--- src/rtl/mult32x32_host.sv ---
// rtl/mult32x32_host.sv - operand FIFO and start/busy sequencer driving one mult32x32
module mult32x32_host #(
  parameter int FIFO_DEPTH   = 4,
  parameter int BUSY_TIMEOUT = 8
) (
  input  logic        clk,
  input  logic        reset,
  input  logic        in_valid,
  output logic        in_ready,
  input  logic [31:0] in_a,
  input  logic [31:0] in_b,
  output logic        mul_start,
  output logic [31:0] mul_a,
  output logic [31:0] mul_b,
  input  logic        mul_busy,
  input  logic [63:0] mul_product,
  output logic        res_valid,
  input  logic        res_ready,
  output logic [63:0] res_product,
  output logic        err_timeout,
  output logic [15:0] job_count
);

  localparam int AW = $clog2(FIFO_DEPTH);
  localparam int TW = $clog2(BUSY_TIMEOUT + 1);

  typedef enum logic [1:0] {IDLE, ARM, RUN, DONE} state_t;

  state_t          state, state_nx;
  logic [63:0]     mem [FIFO_DEPTH];
  logic [AW-1:0]   wr_ptr, rd_ptr;
  logic [AW:0]     count;
  logic            full, empty, push, pop;
  logic [TW-1:0]   tmo_cnt, tmo_cnt_nx;
  logic            start_nx, load, capture, timeout_hit, accept;
  logic [63:0]     head;

  // The head entry stays queued while its job is in flight; it is only
  // popped when the job completes or is abandoned, so in_ready reflects
  // the issued job as well as the waiting ones.
  assign full     = (count == (AW+1)'(FIFO_DEPTH));
  assign empty    = (count == '0);
  assign in_ready = !full;
  assign push     = in_valid && !full;
  assign head     = mem[rd_ptr];

  // FIFO storage; data needs no reset because count gates its use
  always_ff @(posedge clk) begin
    if (push) begin
      mem[wr_ptr] <= {in_a, in_b};
    end
  end

  // FIFO pointers and occupancy
  always_ff @(posedge clk or posedge reset) begin
    if (reset) begin
      wr_ptr <= '0;
      rd_ptr <= '0;
      count  <= '0;
    end else begin
      if (push) begin
        wr_ptr <= wr_ptr + 1'b1;
      end
      if (pop) begin
        rd_ptr <= rd_ptr + 1'b1;
      end
      if (push && !pop) begin
        count <= count + 1'b1;
      end else if (!push && pop) begin
        count <= count - 1'b1;
      end
    end
  end

  // Next-state and control decode for the job sequencer
  always_comb begin
    state_nx    = state;
    tmo_cnt_nx  = tmo_cnt;
    start_nx    = 1'b0;
    load        = 1'b0;
    capture     = 1'b0;
    pop         = 1'b0;
    timeout_hit = 1'b0;
    accept      = 1'b0;
    case (state)
      IDLE: begin
        if (!empty && !mul_busy) begin
          load       = 1'b1;
          start_nx   = 1'b1;
          tmo_cnt_nx = '0;
          state_nx   = ARM;
        end
      end
      ARM: begin
        // The cycle carrying the start pulse itself is not charged to the
        // timeout; the multiplier cannot have raised busy yet.
        if (mul_busy) begin
          state_nx = RUN;
        end else if (!mul_start) begin
          tmo_cnt_nx = tmo_cnt + 1'b1;
          if (tmo_cnt_nx == TW'(BUSY_TIMEOUT)) begin
            timeout_hit = 1'b1;
            pop         = 1'b1;
            state_nx    = IDLE;
          end
        end
      end
      RUN: begin
        if (!mul_busy) begin
          capture  = 1'b1;
          pop      = 1'b1;
          state_nx = DONE;
        end
      end
      DONE: begin
        if (res_ready) begin
          accept   = 1'b1;
          state_nx = IDLE;
        end
      end
      default: state_nx = IDLE;
    endcase
  end

  // State, operand registers, result holding and status counters
  always_ff @(posedge clk or posedge reset) begin
    if (reset) begin
      state       <= IDLE;
      tmo_cnt     <= '0;
      mul_start   <= 1'b0;
      mul_a       <= '0;
      mul_b       <= '0;
      res_valid   <= 1'b0;
      res_product <= '0;
      err_timeout <= 1'b0;
      job_count   <= '0;
    end else begin
      state     <= state_nx;
      tmo_cnt   <= tmo_cnt_nx;
      mul_start <= start_nx;
      if (load) begin
        mul_a <= head[63:32];
        mul_b <= head[31:0];
      end
      if (capture) begin
        res_product <= mul_product;
        res_valid   <= 1'b1;
        job_count   <= job_count + 1'b1;
      end else if (accept) begin
        res_valid <= 1'b0;
      end
      if (timeout_hit) begin
        err_timeout <= 1'b1;
      end
    end
  end

endmodule

--- config.mk ---
export PLATFORM = sky130hd
export DESIGN_NAME = mult32x32_host
export DESIGN_NICKNAME = d
export VERILOG_FILES = /design/src/rtl/mult32x32_host.sv
export SDC_FILE = /design/constraint.sdc
export NUM_CORES = 1
export LEC_CHECK = 0
export ABC_AREA = 1
export BUFFER_PORTS_ARGS = -buffer_cell sky130_fd_sc_hd__buf_2
export CORE_MARGIN = 10
export CORE_UTILIZATION = 45
export DETAILED_ROUTE_END_ITERATION = 6
export GPL_TIMING_DRIVEN = 1
export PLACE_DENSITY = 0.64
export SETUP_SLACK_MARGIN = 0.15
export SLEW_MARGIN = 20
export SYNTH_ARGS = -nofsm -noshare
export SYNTH_HDL_FRONTEND = slang
export SYNTH_SLANG_ARGS = --single-unit
--- constraint.sdc ---
create_clock -name clk -period 9.8 [get_ports clk]
set_clock_uncertainty 0.1 [all_clocks]
set_input_delay 0.49 -clock clk [delete_from_list [all_inputs] [get_ports clk]]
set_output_delay 0.49 -clock clk [all_outputs]
set_load 0.05 [all_outputs]
Word level (Yosys, flattened, before mapping)

Memories as Yosys holds them, arrays and structs flattened. A register that Yosys moved wholly into a read port is not among the register bits.
Cells that the tools add are included.

Register bits after elaboration: 96
RAM bits: 256
Input bits: 133
Word-level logic and storage cells: 73
Memories kept: 1

$add $sub $neg: 6
Equal/unequal tests: 12
Multiplexer cells: 28
Reductions and logical operators: 16

Memories:

| name | words | bits a word | rd ports | clocked after Yosys merged registers in | write ports | RTL line | text |
|---|---|---|---|---|---|---|---|
| mem  | 4     | 64          | 1        | 1                                       | 1           | 30       | `logic [63:0] mem [FIFO_DEPTH];` |

Operators with widths:

| cell                                                                | number |
|---|---|
| 16-bit by 1-bit adder with 16-bit output (second input constant)    | 1 |
| 1-bit 2-to-1 mux                                                    | 14 |
| 2-bit 2-to-1 mux                                                    | 6 |
| 4-bit 2-to-1 mux                                                    | 3 |
| 2-bit inequality test (second input constant)                       | 5 |
| 2-bit one-hot mux with 4 select lines                               | 1 |
| 4-bit one-hot mux with 2 select lines                               | 1 |
| 3-bit 2-to-1 mux                                                    | 2 |
| 3-bit inequality test (second input constant)                       | 2 |
| 2-bit nonzero test                                                  | 3 |
| 1-bit logical NOT                                                   | 5 |
| 5-bit AND reduction                                                 | 1 |
| 2-bit by 1-bit adder with 2-bit output (second input constant)      | 2 |
| 4-bit by 1-bit adder with 4-bit output (second input constant)      | 1 |
| 2-bit == test (second input constant)                               | 2 |
| 4-bit == test (second input constant)                               | 1 |
| 1-bit logical AND                                                   | 4 |
| 4-bit AND reduction                                                 | 1 |
| 3-bit by 1-bit adder with 3-bit output (second input constant)      | 1 |
| 3-bit == test (second input constant)                               | 1 |
| 3-bit logical NOT                                                   | 1 |
| 3-bit by 1-bit subtractor with 3-bit output (second input constant) | 1 |
| 2-bit by 1-bit == test with 1-bit output (second input constant)    | 1 |
| 2-bit logical NOT                                                   | 1 |
| 1-bit one-hot mux with 2 select lines                               | 1 |

Longest topological paths before layout

Word-level depth: 9
Gate-level depth with buffers: 14

Least setup slack after synthesis

Ideal clock, no wire load.

Path kind: flip-flop to flip-flop
Start: register count[0]
End: memory mem[0][0] (enable)
Arrival: 3.775 ns
Required time: 9.213 ns
Setup slack: 5.438 ns
Stages on the path, launching flop included: 5
Path buffers: 0
Clock period less this slack: 4.362 ns
Path through: dfrtp_1 nor2_1 nand2_1 nand2_1 nor2_1

Word-level cells in the longest chain between the ends: 5

RTL lines:

| what                                   | RTL line | text |
|---|---|---|
| from (decl)                            | 32       | `logic [AW:0] count;` |
| from (signal assigned)                 | 68       | `count <= count + 1'b1;` |
| from (signal assigned)                 | 70       | `count <= count - 1'b1;` |
| 3-bit == test                          | 41       | `assign full = (count == (AW+1)'(FIFO_DEPTH));` |
| 1-bit logical NOT                      | -        |  |
| net in_ready                           | 9        | `output logic in_ready,` |
| 1-bit logical AND                      | 44       | `assign push = in_valid && !full;` |
| 1-bit 2-to-1 mux                       | 49       | `if (push) begin` |
| 1-bit 2-to-1 mux (not written as such) | 50       | `mem[wr_ptr] <= {in_a, in_b};` |
| to (decl)                              | 30       |  |

The timed path passes the listed nets, and every way through them passes these cells.

==> results.md <==
- Final min period: 2571 ps
- Synthesized area: 16290 sq um
- Synth Instances: 1448
- First-pass DRT Iterations: 5
- Multi-input logic area: 4065 sq um
- Cell taking the most area after synthesis: edfxtp_1
- Leak: 0.008434 uW
- Fmax: 389.0 MHz
- Cts bufs inserted: 44
- Final setup fails: 0
- Wirelength, routed: 40540 um
- Post-route clock period utilization: 0.2623
- Remaining antenna violation count: 0
- Initial core utilization: 0.4568
- GP Congestion: 0.8086
- Post-Syn Area per Cell: 11.25 sq um
- Clk sinks: 416
- Setup TNS: 0 ps
- Yosys top cell area share: 0.4720
- DR WL/cell: 18.28 um
- Sequential area share after synthesis: 0.7178
- Post-synthesis register bit count: 416
- Required time of the worst setup path: 10200 ps
- Yosys warning count: 0
- Routed vias/inst: 5.122
- Syn nets: 1594
- Max-slew violation count: 0
- CP max FO: 80
- Vias after detailed routing: 11361
- First-pass GRT wire length: 63890 um
- Crit path kind: reg2reg
- Die Height: 210.3 um
- Distinct cells, synth: 29
- Hold crit path type: in2reg
- Post-synth EDFFs: 256
- Antenna violations before repair: 8
- Clk buf depth: 3
- Worst slew margin: 0.2785
- Row cnt: 69
- Post-CTS Resized: 0
- Most common cell in the synthesized netlist: nand2_1
- Clock latency on the worst-skew pair: 570 ps
- RSZ-0062 raised after global routing: false
- Die ar.: 44210 sq um
- Vias in the first global route: 11206
- Post-synth ARST share: 0.3846
- Share of cells above drive strength 1: 0.2162
- Crit start category: flip-flop
- CTS tree: built
- Drc violations: 0
- Detailed Place HPWL: 24830 um
- Synth-to-Final Area Change: 20.10%
- Worst Setup End Kind: flip-flop
- CTS H-tree lvls: 2
- Peak VDD IR: 201.9 uV
- Final Hold Fails: 0
- Die width: 210.3 um
- GRT Total Usage: 0.1817
- Root Driver: clkbuf_16
- Worst Path Arrival: 2970 ps
- Status: complete, no violations
- DR iter-0 viols: 765
- Max-Cap Viols: 0
- Actual slew at the worst max-slew pin: 1082 ps
- Fillers: 3072
- Final #Nets: 1865
- Core footprint: 35660 sq um
- Power Total: 7033 uW
- Power Dens Cells: 359.5 nW/um^2
- Top cells by area, synth: edfxtp_1 47%, dfrtp_1 25%, nand2_1 8.9%, nor2_1 4.7%, o21ai_1 4.3%
- # IOs: 281
- Clock-pin slew on the worst setup and hold paths: 60 ps
- Port bufs: 280
- Top_reg_cell synth: edfxtp_1
- Total gr overflow: 0
- Commonest cells post-synth: 385 x nand2_1, 256 x edfxtp_1, 203 x nor2_1, 160 x dfrtp_1, 139 x o21ai_1
- Register area: 11700 sq um
- Largest net degree at the start of global routing: 106
placed cells by master (no fill, tap or decap), types with 2 or more instances in the layout:
cell	n
o21ai_1	139
inv_6	3
clkinv_2	5
inv_2	5
nor2_1	199
bufinv_16	5
clkinv_1	5
nand4_1	6
buf_4	13
xor2_1	6
nand2_2	2
dlygate4sd3_1	8
nand3_1	14
clkbuf_1	12
dfrtp_1	158
o21ai_0	130
nand2_1	384
clkbuf_8	3
xnor2_1	4
clkinvlp_4	2
buf_2	280
nor3_1	3
nor2_4	7
edfxtp_1	256
ha_1	12
inv_1	34
clkbuf_16	45
diode_2	4
dfrtp_4	2
cell type report:
type,instances,area share
timing repair buffer,302,0.08212
sequential,416,0.5980
tap,461,0.02949
inverter,41,0.008251
antenna,4,0.0005117
clock inverter,20,0.01183
multi-input combinational,914,0.2078
clock buffer,60,0.06198
metrics by stage:
stage	worst slack, ps	std cells	hold slack, ps	util	area [sq um]
6_report	7229	2218	30.95	0.5487	19560
5_1_grt	6965	2214	19.41	0.5484	19550
4_1_cts	7155	2213	0.5921	0.5476	19530
3_5_place_dp	7010	2125	359.4	0.5049	18000
3_3_place_gp	7101	2125	356.8	0.5049	18000
2_1_floorplan	4890	1448	389.5	-	16290
metal layers:
| layer | wire, um | up-vias | share of wire | track usage |
|---|---|---|---|---|
| met3 | 3339 | 71 | 0.082 | 0.05386 |
| met4 | 804 | 8 | 0.020 | 0.05871 |
| met5 | 47 | - | 0.0012 | 0 |
| met1 | 17580 | 5503 | 0.43 | 0.2369 |
| met2 | 18770 | 355 | 0.46 | 0.2869 |
| li1 | - | 5424 | - | - |
cell families after synthesis:
logic type / after synthesis / synth area share
and+or+nand+nor: 618 / 0.1465
DFF: 416 / 0.7178
AOI/OAI and AO/OA: 272 / 0.08396
buffers and inverters: 118 / 0.03526
adders and majority gates: 13 / 0.01045
xor gates and xnor gates: 10 / 0.005377
muxes: 1 / 0.0006913
power by group:
part | total (uW) | switching, uW | internal [uW]
clock network | 1660 | 661 | 998
logic | 2720 | 2100 | 620
registers | 2660 | 249 | 2410
flip-flops by register name (all words and copies together), names as in the netlist, named ones only:
name and flops:
err_timeout 1, mul_start 1, mul_a 32, res_product 64, wr_ptr 2, res_valid 1
count 3, state 1, mul_b 32, mem 256, rd_ptr 2, tmo_cnt 4
job_count 16
path summary, 6_finish.rpt:
kind,from,to,slack (ps),depth (start not counted)
setup / recovery,rd_ptr[0],mul_b[28],7230,6
hold / removal,mul_product[2],res_product[2],30,3
setup reg to reg,rd_ptr[0],mul_b[28],7230,6
hold reg to reg,res_product[15],res_product[15],370,2
max in group asynchronous,reset,res_product[14],8140,3
min in group asynchronous,reset,job_count[15],50,2
critical path, cell delays in order (launching register included):
cell	delay, ps
dfrtp_4	620
inv_4	470
buf_4	800
nor2_1	110
o21ai_1	250
nand2_1	70
nand2_1	80
repair_timing:
item                      CTS  global route
hold endpoints to repair    8             0
setup buffers               0             0
hold buffers                8             0
No activity file was read; power rests on OpenSTA's default activity.
